===== src/rtl/alu_pkg.sv =====
// Shared types for the UART ALU packet sequencer: opcode bytes, arithmetic
// unit encoding, sequencer states and the fixed header length.
package alu_pkg;

   typedef enum logic [7:0] {
      OPC_MUL  = 8'h88,
      OPC_ADD  = 8'hA0,
      OPC_DIV  = 8'hD0,
      OPC_ECHO = 8'hEC
   } opcode_e;

   typedef enum logic [1:0] {
      ALU_ADD = 2'd0,
      ALU_MUL = 2'd1,
      ALU_DIV = 2'd2
   } alu_op_e;

   typedef enum logic [3:0] {
      IDLE,
      HDR_RSV,
      LEN_LO,
      LEN_HI,
      ECHO,
      LOAD,
      ISSUE,
      WAIT_RES,
      SEND,
      DRAIN
   } state_e;

   localparam logic [15:0] HdrLen = 16'd4;

   function automatic logic is_arith(input logic [7:0] opc);
      return (opc == OPC_ADD) || (opc == OPC_MUL) || (opc == OPC_DIV);
   endfunction

   // Unknown opcodes never reach ISSUE, so their mapping is irrelevant.
   function automatic alu_op_e to_alu_op(input logic [7:0] opc);
      if (opc == OPC_MUL) return ALU_MUL;
      if (opc == OPC_DIV) return ALU_DIV;
      return ALU_ADD;
   endfunction

endpackage


===== src/rtl/alu_ctrl_byte_word_pack.sv =====
// byte_word_pack: gathers four bytes LSB first into a 32-bit word and flags
// the cycle in which the fourth byte arrives (word_o is valid in that cycle).
module byte_word_pack (
   input  logic        clk_i,
   input  logic        rst_ni,
   input  logic        clear_i,
   input  logic        shift_i,
   input  logic [7:0]  byte_i,
   output logic [31:0] word_o,
   output logic        word_done_o
);

   logic [23:0] low_bytes_q;
   logic [1:0]  count_q;

   always_ff @(posedge clk_i or negedge rst_ni) begin
      if (!rst_ni) begin
         low_bytes_q <= '0;
         count_q     <= '0;
      end else if (clear_i) begin
         low_bytes_q <= '0;
         count_q     <= '0;
      end else if (shift_i) begin
         low_bytes_q <= {byte_i, low_bytes_q[23:8]};
         count_q     <= count_q + 2'd1;
      end
   end

   assign word_o      = {byte_i, low_bytes_q};
   assign word_done_o = shift_i && (count_q == 2'd3);

endmodule


===== src/rtl/alu_ctrl.sv =====
// alu_ctrl: parses UART packets, sequences operand pairs through the shared
// arithmetic unit and returns the result or echo. Optional: ALU_CTRL_TIMEOUT_EN.
module alu_ctrl
   import alu_pkg::*;
#(
   parameter int unsigned TimeoutCycles = 120000
) (
   input  logic        clk_i,
   input  logic        rst_ni,
   input  logic [7:0]  rx_data_i,
   input  logic        rx_valid_i,
   output logic        rx_ready_o,
   output logic [7:0]  tx_data_o,
   output logic        tx_valid_o,
   input  logic        tx_ready_i,
   output logic [1:0]  op_code_o,
   output logic [31:0] op_a_o,
   output logic [31:0] op_b_o,
   output logic        op_valid_o,
   input  logic        op_ready_i,
   input  logic [31:0] res_i,
   input  logic        res_valid_i
);

   state_e      state_q, state_d;
   logic [7:0]  opcode_q;
   logic [7:0]  len_lo_q;
   logic [15:0] remaining_q;
   logic [31:0] acc_q;
   logic [31:0] op_b_q;
   logic        have_acc_q;
   logic [1:0]  send_idx_q;

   logic        rx_hs;
   logic        tx_hs;
   logic [15:0] len_full;
   logic [15:0] rem_init;
   logic        last_byte;
   logic [31:0] packed_word;
   logic        word_done;
   logic        timeout_hit;

   assign rx_hs     = rx_valid_i && rx_ready_o;
   assign tx_hs     = tx_valid_o && tx_ready_i;
   assign len_full  = {rx_data_i, len_lo_q};
   assign rem_init  = (len_full < HdrLen) ? 16'd0 : (len_full - HdrLen);
   assign last_byte = (remaining_q == 16'd1);

   // rx_ready_o is constant 1 in LOAD, so rx_valid_i alone qualifies the
   // shift; this keeps the packer off the rx_ready_o combinational path.
   byte_word_pack u_pack (
      .clk_i       (clk_i),
      .rst_ni      (rst_ni),
      .clear_i     (state_q == LEN_HI),
      .shift_i     ((state_q == LOAD) && rx_valid_i),
      .byte_i      (rx_data_i),
      .word_o      (packed_word),
      .word_done_o (word_done)
   );

`ifdef ALU_CTRL_TIMEOUT_EN
   logic [31:0] idle_cnt_q;
   logic        timed_state;

   assign timed_state = state_q inside {HDR_RSV, LEN_LO, LEN_HI, LOAD, DRAIN};

   always_ff @(posedge clk_i or negedge rst_ni) begin
      if (!rst_ni) begin
         idle_cnt_q <= '0;
      end else if (!timed_state || rx_hs) begin
         idle_cnt_q <= '0;
      end else begin
         idle_cnt_q <= idle_cnt_q + 32'd1;
      end
   end

   assign timeout_hit = timed_state && !rx_hs && (idle_cnt_q >= 32'(TimeoutCycles - 1));
`else
   logic unused_timeout_cfg;
   assign unused_timeout_cfg = ^TimeoutCycles;
   assign timeout_hit        = 1'b0;
`endif

   always_ff @(posedge clk_i or negedge rst_ni) begin
      if (!rst_ni) begin
         state_q <= IDLE;
      end else begin
         state_q <= state_d;
      end
   end

   always_comb begin
      state_d    = state_q;
      rx_ready_o = 1'b0;
      tx_valid_o = 1'b0;
      tx_data_o  = 8'h00;
      op_valid_o = 1'b0;
      case (state_q)
         IDLE: begin
            rx_ready_o = 1'b1;
            if (rx_valid_i) state_d = HDR_RSV;
         end
         HDR_RSV: begin
            rx_ready_o = 1'b1;
            if (rx_valid_i) state_d = LEN_LO;
         end
         LEN_LO: begin
            rx_ready_o = 1'b1;
            if (rx_valid_i) state_d = LEN_HI;
         end
         LEN_HI: begin
            rx_ready_o = 1'b1;
            if (rx_valid_i) begin
               if (opcode_q == OPC_ECHO) begin
                  state_d = (rem_init == 16'd0) ? IDLE : ECHO;
               end else if (is_arith(opcode_q)) begin
                  state_d = (rem_init == 16'd0) ? SEND : LOAD;
               end else begin
                  state_d = (rem_init == 16'd0) ? IDLE : DRAIN;
               end
            end
         end
         ECHO: begin
            tx_data_o  = rx_data_i;
            tx_valid_o = rx_valid_i;
            rx_ready_o = tx_ready_i;
            if (rx_valid_i && tx_ready_i && last_byte) state_d = IDLE;
         end
         LOAD: begin
            rx_ready_o = 1'b1;
            if (rx_valid_i) begin
               if (word_done && have_acc_q) begin
                  state_d = ISSUE;
               end else if (last_byte) begin
                  state_d = SEND;
               end
            end
         end
         ISSUE: begin
            op_valid_o = 1'b1;
            if (op_ready_i) state_d = WAIT_RES;
         end
         WAIT_RES: begin
            if (res_valid_i) state_d = (remaining_q == 16'd0) ? SEND : LOAD;
         end
         SEND: begin
            tx_valid_o = 1'b1;
            tx_data_o  = acc_q[{send_idx_q, 3'b000} +: 8];
            if (tx_ready_i && (send_idx_q == 2'd3)) state_d = IDLE;
         end
         DRAIN: begin
            rx_ready_o = 1'b1;
            if (rx_valid_i && last_byte) state_d = IDLE;
         end
         default: state_d = IDLE;
      endcase
      if (timeout_hit) state_d = IDLE;
      // Outputs must read as their reset values while reset is held.
      if (!rst_ni) begin
         rx_ready_o = 1'b0;
         tx_valid_o = 1'b0;
         tx_data_o  = 8'h00;
         op_valid_o = 1'b0;
      end
   end

   always_ff @(posedge clk_i or negedge rst_ni) begin
      if (!rst_ni) begin
         opcode_q    <= '0;
         len_lo_q    <= '0;
         remaining_q <= '0;
         acc_q       <= '0;
         op_b_q      <= '0;
         have_acc_q  <= 1'b0;
         send_idx_q  <= '0;
      end else begin
         case (state_q)
            IDLE: begin
               if (rx_hs) opcode_q <= rx_data_i;
            end
            LEN_LO: begin
               if (rx_hs) len_lo_q <= rx_data_i;
            end
            LEN_HI: begin
               if (rx_hs) begin
                  remaining_q <= rem_init;
                  acc_q       <= '0;
                  have_acc_q  <= 1'b0;
                  send_idx_q  <= '0;
               end
            end
            ECHO, DRAIN: begin
               if (rx_hs) remaining_q <= remaining_q - 16'd1;
            end
            LOAD: begin
               if (rx_hs) begin
                  remaining_q <= remaining_q - 16'd1;
                  if (word_done) begin
                     if (have_acc_q) begin
                        op_b_q <= packed_word;
                     end else begin
                        acc_q      <= packed_word;
                        have_acc_q <= 1'b1;
                     end
                  end
               end
            end
            WAIT_RES: begin
               if (res_valid_i) acc_q <= res_i;
            end
            SEND: begin
               if (tx_hs) send_idx_q <= send_idx_q + 2'd1;
            end
            default: ;
         endcase
      end
   end

   assign op_code_o = to_alu_op(opcode_q);
   assign op_a_o    = acc_q;
   assign op_b_o    = op_b_q;

endmodule


===== config.mk =====
export PLATFORM = sky130hd
export DESIGN_NAME = alu_ctrl
export DESIGN_NICKNAME = d
export VERILOG_FILES = /design/src/rtl/alu_pkg.sv /design/src/rtl/alu_ctrl_byte_word_pack.sv /design/src/rtl/alu_ctrl.sv
export SDC_FILE = /design/constraint.sdc
export NUM_CORES = 1
export LEC_CHECK = 0
export BUFFER_PORTS_ARGS = -buffer_cell sky130_fd_sc_hd__clkbuf_2
export CAP_MARGIN = 20
export CORE_ASPECT_RATIO = 0.7
export CORE_MARGIN = 8
export CORE_UTILIZATION = 51
export DETAILED_ROUTE_END_ITERATION = 6
export GPL_TIMING_DRIVEN = 0
export MAX_ROUTING_LAYER = met4
export PLACE_DENSITY_LB_ADDON = 0.15
export SYNTH_ARGS = -nofsm -noshare
export SYNTH_HDL_FRONTEND = slang
export SYNTH_HIERARCHICAL = 1
export SYNTH_SLANG_ARGS = --single-unit

===== constraint.sdc =====
create_clock -name clk_i -period 3.09 [get_ports clk_i]
set_input_delay 0.1545 -clock clk_i [delete_from_list [all_inputs] [get_ports clk_i]]
set_output_delay 0.1545 -clock clk_i [all_outputs]
set_load 0.03 [all_outputs]

==> flow_summary.json <==
{
  "crit_fanout": 5,
  "core.rowCount": 35,
  "grt.overflow.total": 0,
  "vdd_drop_max_uv": 420.5,
  "ys_seq_area_frac": 0.4780,
  "n_antenna_cell": 0,
  "p_leak_uw": 0.003793,
  "slowest_stage": "or4_4",
  "cp-start-kind": "flop",
  "slew_viol_final": 0,
  "ys_seq_elements": 129,
  "fin_ws_ns": 0.03190,
  "fillers": 1081,
  "period_needed_ns": 3.058,
  "arrival_ns": 3.36,
  "gr-usage-all-layers": 0.2718,
  "rsz0062_at_grt": "true",
  "grt_pass1_wl_um": 35240,
  "power.total_uw": 5675,
  "slowest_delay_ns": 0.51,
  "drt_wl_total_um": 22620,
  "gp_congestion": 0.9590,
  "fin_setup_tns_ns": 0,
  "period_share": 0.9897,
  "fin_worst_skew_ns": 0.007411,
  "syn_area_sq_um": 6753,
  "wl_per_cell_um": 23.08,
  "clock_latency_ns": 0.42,
  "crit_chain": "inv_1, ha_2, or3b_4, o31a_1, or4_4, a211o_1, ha_2, a221o_1, a31oi_2, o21ai_1",
  "synth_area_per_cell_sq_um": 10.36,
  "core_area_sq_um": 13050,
  "cts-root-buf": "clkbuf_16",
  "path_delay_family": "compound AO/OA/AOI/OAI gates",
  "grt_pass1_vias": 5970,
  "place_ws_ns": -0.3336,
  "synthesis.nets": 704,
  "drt_pass1_iterations": 5,
  "final_antenna_net_count": 0,
  "cp.required_ns": 3.40,
  "maxCapViolations": 0,
  "worst-r2r-setup-slack_ns": 0.03,
  "status": "complete, no violations",
  "async_flop_share": 1.000,
  "clock_tree.buffer_depth": 2,
  "clkTransAtPathRegs_ns": 0.06,
  "crit_type": "reg -> reg",
  "synth_edf_count": 0,
  "fmax_ghz": 0.3270,
  "vias": 6039,
  "setup_viol": 0,
  "crit_path_end_kind": "flop",
  "drt_iter0_markers": 627,
  "hold_depth": 3,
  "start_util": 0.5174,
  "fp.dieH_um": 112.3,
  "io_pins": 123,
  "path_depth": 10,
  "dieArea_sq_um": 17240,
  "relSlewSlack": 0.4597,
  "rr_worst_depth": 10,
  "worstMarginPinSlew_ns": 0.8030,
  "powerDensity_nw_per_um2": 683.3,
  "hold_path.class": "in -> reg",
  "cp_common_cell": "ha_2",
  "syn_inst": 652,
  "io_buffers": 122,
  "nets": 853,
  "ys.flop_type": "dfrtp_1",
  "hold_viol": 0,
  "crit_buf_inv": 1,
  "syn2layout_area_growth_pct": 22.98,
  "grt_max_degree": 106,
  "fp.dieW_um": 153.5,
  "synth_warnings": 6,
  "numCtsBuffers": 17,
  "dpl.hpwl_um": 16780,
  "drive_gt1_frac": 0.3194,
  "antenna_found_initial": 0,
  "tritoncts": "built",
  "cts_sinks": 129,
  "cts_max_level": 4,
  "via_per_inst": 6.162,
  "drc": 0,
  "synth_cell_types": 70
}
==> final timing paths <==
path,from,end
setup / recovery,len_lo_q[2],state_q[2]
max in group asynchronous,rst_ni,op_a_o[17]
min in group asynchronous,rst_ni,op_b_o[20]
setup reg to reg,len_lo_q[2],state_q[2]
hold reg to reg,opcode_q[1],opcode_q[1]
hold / removal,res_i[21],op_a_o[21]
==> worst min-delay path: cells and delay by family <==
| family | cells | cell delay, ns |
|---|---|---|
| buf+inv | 1 | 0.08 |
| compound gates | 2 | 0.18 |
==> Yosys cell counts (3+ instances only) <==
master,n,area (sq um)
nand3_1,12,60.06
inv_1,13,48.80
buf_2,14,70.07
xnor2_1,5,43.79
nand4_1,5,31.28
a22o_1,6,52.55
dfrtp_1,129,3228
nor2b_1,15,93.84
mux2i_1,27,270.3
ha_1,6,75.07
a211o_1,3,26.28
nand2_1,64,240.2
or3_1,5,31.28
nor4_1,3,18.77
o31ai_1,4,30.03
mux4_2,8,180.2
buf_4,8,60.06
nor2_1,50,187.7
xor2_1,3,26.28
clkbuf_1,21,78.83
a31oi_1,5,31.28
or4_1,3,22.52
nor3b_1,5,37.54
a21oi_1,18,90.09
a22oi_1,41,307.8
nand2b_1,4,25.02
nor3_1,10,50.05
buf_1,3,11.26
o21ai_0,64,320.3
mux2_2,42,473.0
==> metrics by stage <==
stage	hold slack (ns)	std cells	area, sq um	util
floorplan	-0.1411	652	6753	-
global placement	0.4505	940	7571	0.5802
detailed placement	0.06076	942	7612	0.5833
CTS	0.03304	977	8245	0.6318
global route	0.04096	980	8304	0.6363
finish	0.03164	980	8304	0.6363
==> cell families (layout without fill, tap and decap cells) <==
family | Yosys count | in the layout | share of synthesized area
buffers and inverters | 63 | 225 | 0.04799
muxes | 77 | 77 | 0.1367
AOI/OAI and AO/OA | 174 | 174 | 0.1708
xor gates and xnor gates | 8 | 8 | 0.01038
adders and majority gates | 6 | 6 | 0.01112
and+or+nand+nor | 195 | 195 | 0.1449
DFF | 129 | 129 | 0.4780
==> sequential cells by signal, indices dropped and copies added, names as in the netlist <==
register            flops
remaining_q            16
op_b_o                 32
len_lo_q                8
op_a_o                 32
opcode_q                8
send_idx_q              2
u_pack/count_q          2
have_acc_q              1
u_pack/low_bytes_q     24
state_q                 4
==> placed cells by master (no fill, tap or decap), drive strengths merged, types with 6 or more instances in the layout <==
master	netlist	final
mux4	8	8
o21ai	66	66
ha	6	6
clkbuf	21	162
buf	28	34
nor2	51	51
a22o	6	6
a22oi	41	41
inv	14	21
mux2i	27	27
dfrtp	129	129
nand3	12	12
nor3	10	10
nand2	64	64
mux2	42	42
nor4	6	6
a21oi	18	18
nor2b	15	15
==> cell type report <==
cell class | count | area, sq um | area share
Clock buffer | 18 | 429.2 | 0.05168
Multi-Input combinational cell | 460 | 3248 | 0.3911
Clock inverter | 14 | 148.9 | 0.01793
Timing Repair Buffer | 130 | 716.9 | 0.08633
Inverter | 14 | 52.55 | 0.006328
Tap cell | 166 | 207.7 | 0.02501
Buffer | 49 | 271.5 | 0.03270
Sequential cell | 129 | 3229 | 0.3889
==> timing repair <==
item / in CTS / in global routing
hold endpoints to repair: 27 / 0
pin swaps: 1 / 4
hold buffers: 1 / 0
buffers inserted: 2 / 2
setup endpoints to repair: 8 / 34
gates resized for setup: 6 / 5
gates cloned: 0 / 1
==> power breakdown <==
group          internal (uW)  switching, uW
logic                    574            909
registers               1920            277
clock network           1140            857
==> layer usage <==
| layer | vias to the layer above | global-route usage | wire length, um |
|---|---|---|---|
| li1 | 2689 | - | - |
| met1 | 3000 | 0.3981 | 10830 |
| met2 | 326 | 0.3559 | 9246 |
| met3 | 24 | 0.08407 | 2276 |
| met4 | 0 | 0.06376 | 264 |
| met5 | - | - | 0 |
Note: power is estimated with default switching activity, not from simulation.
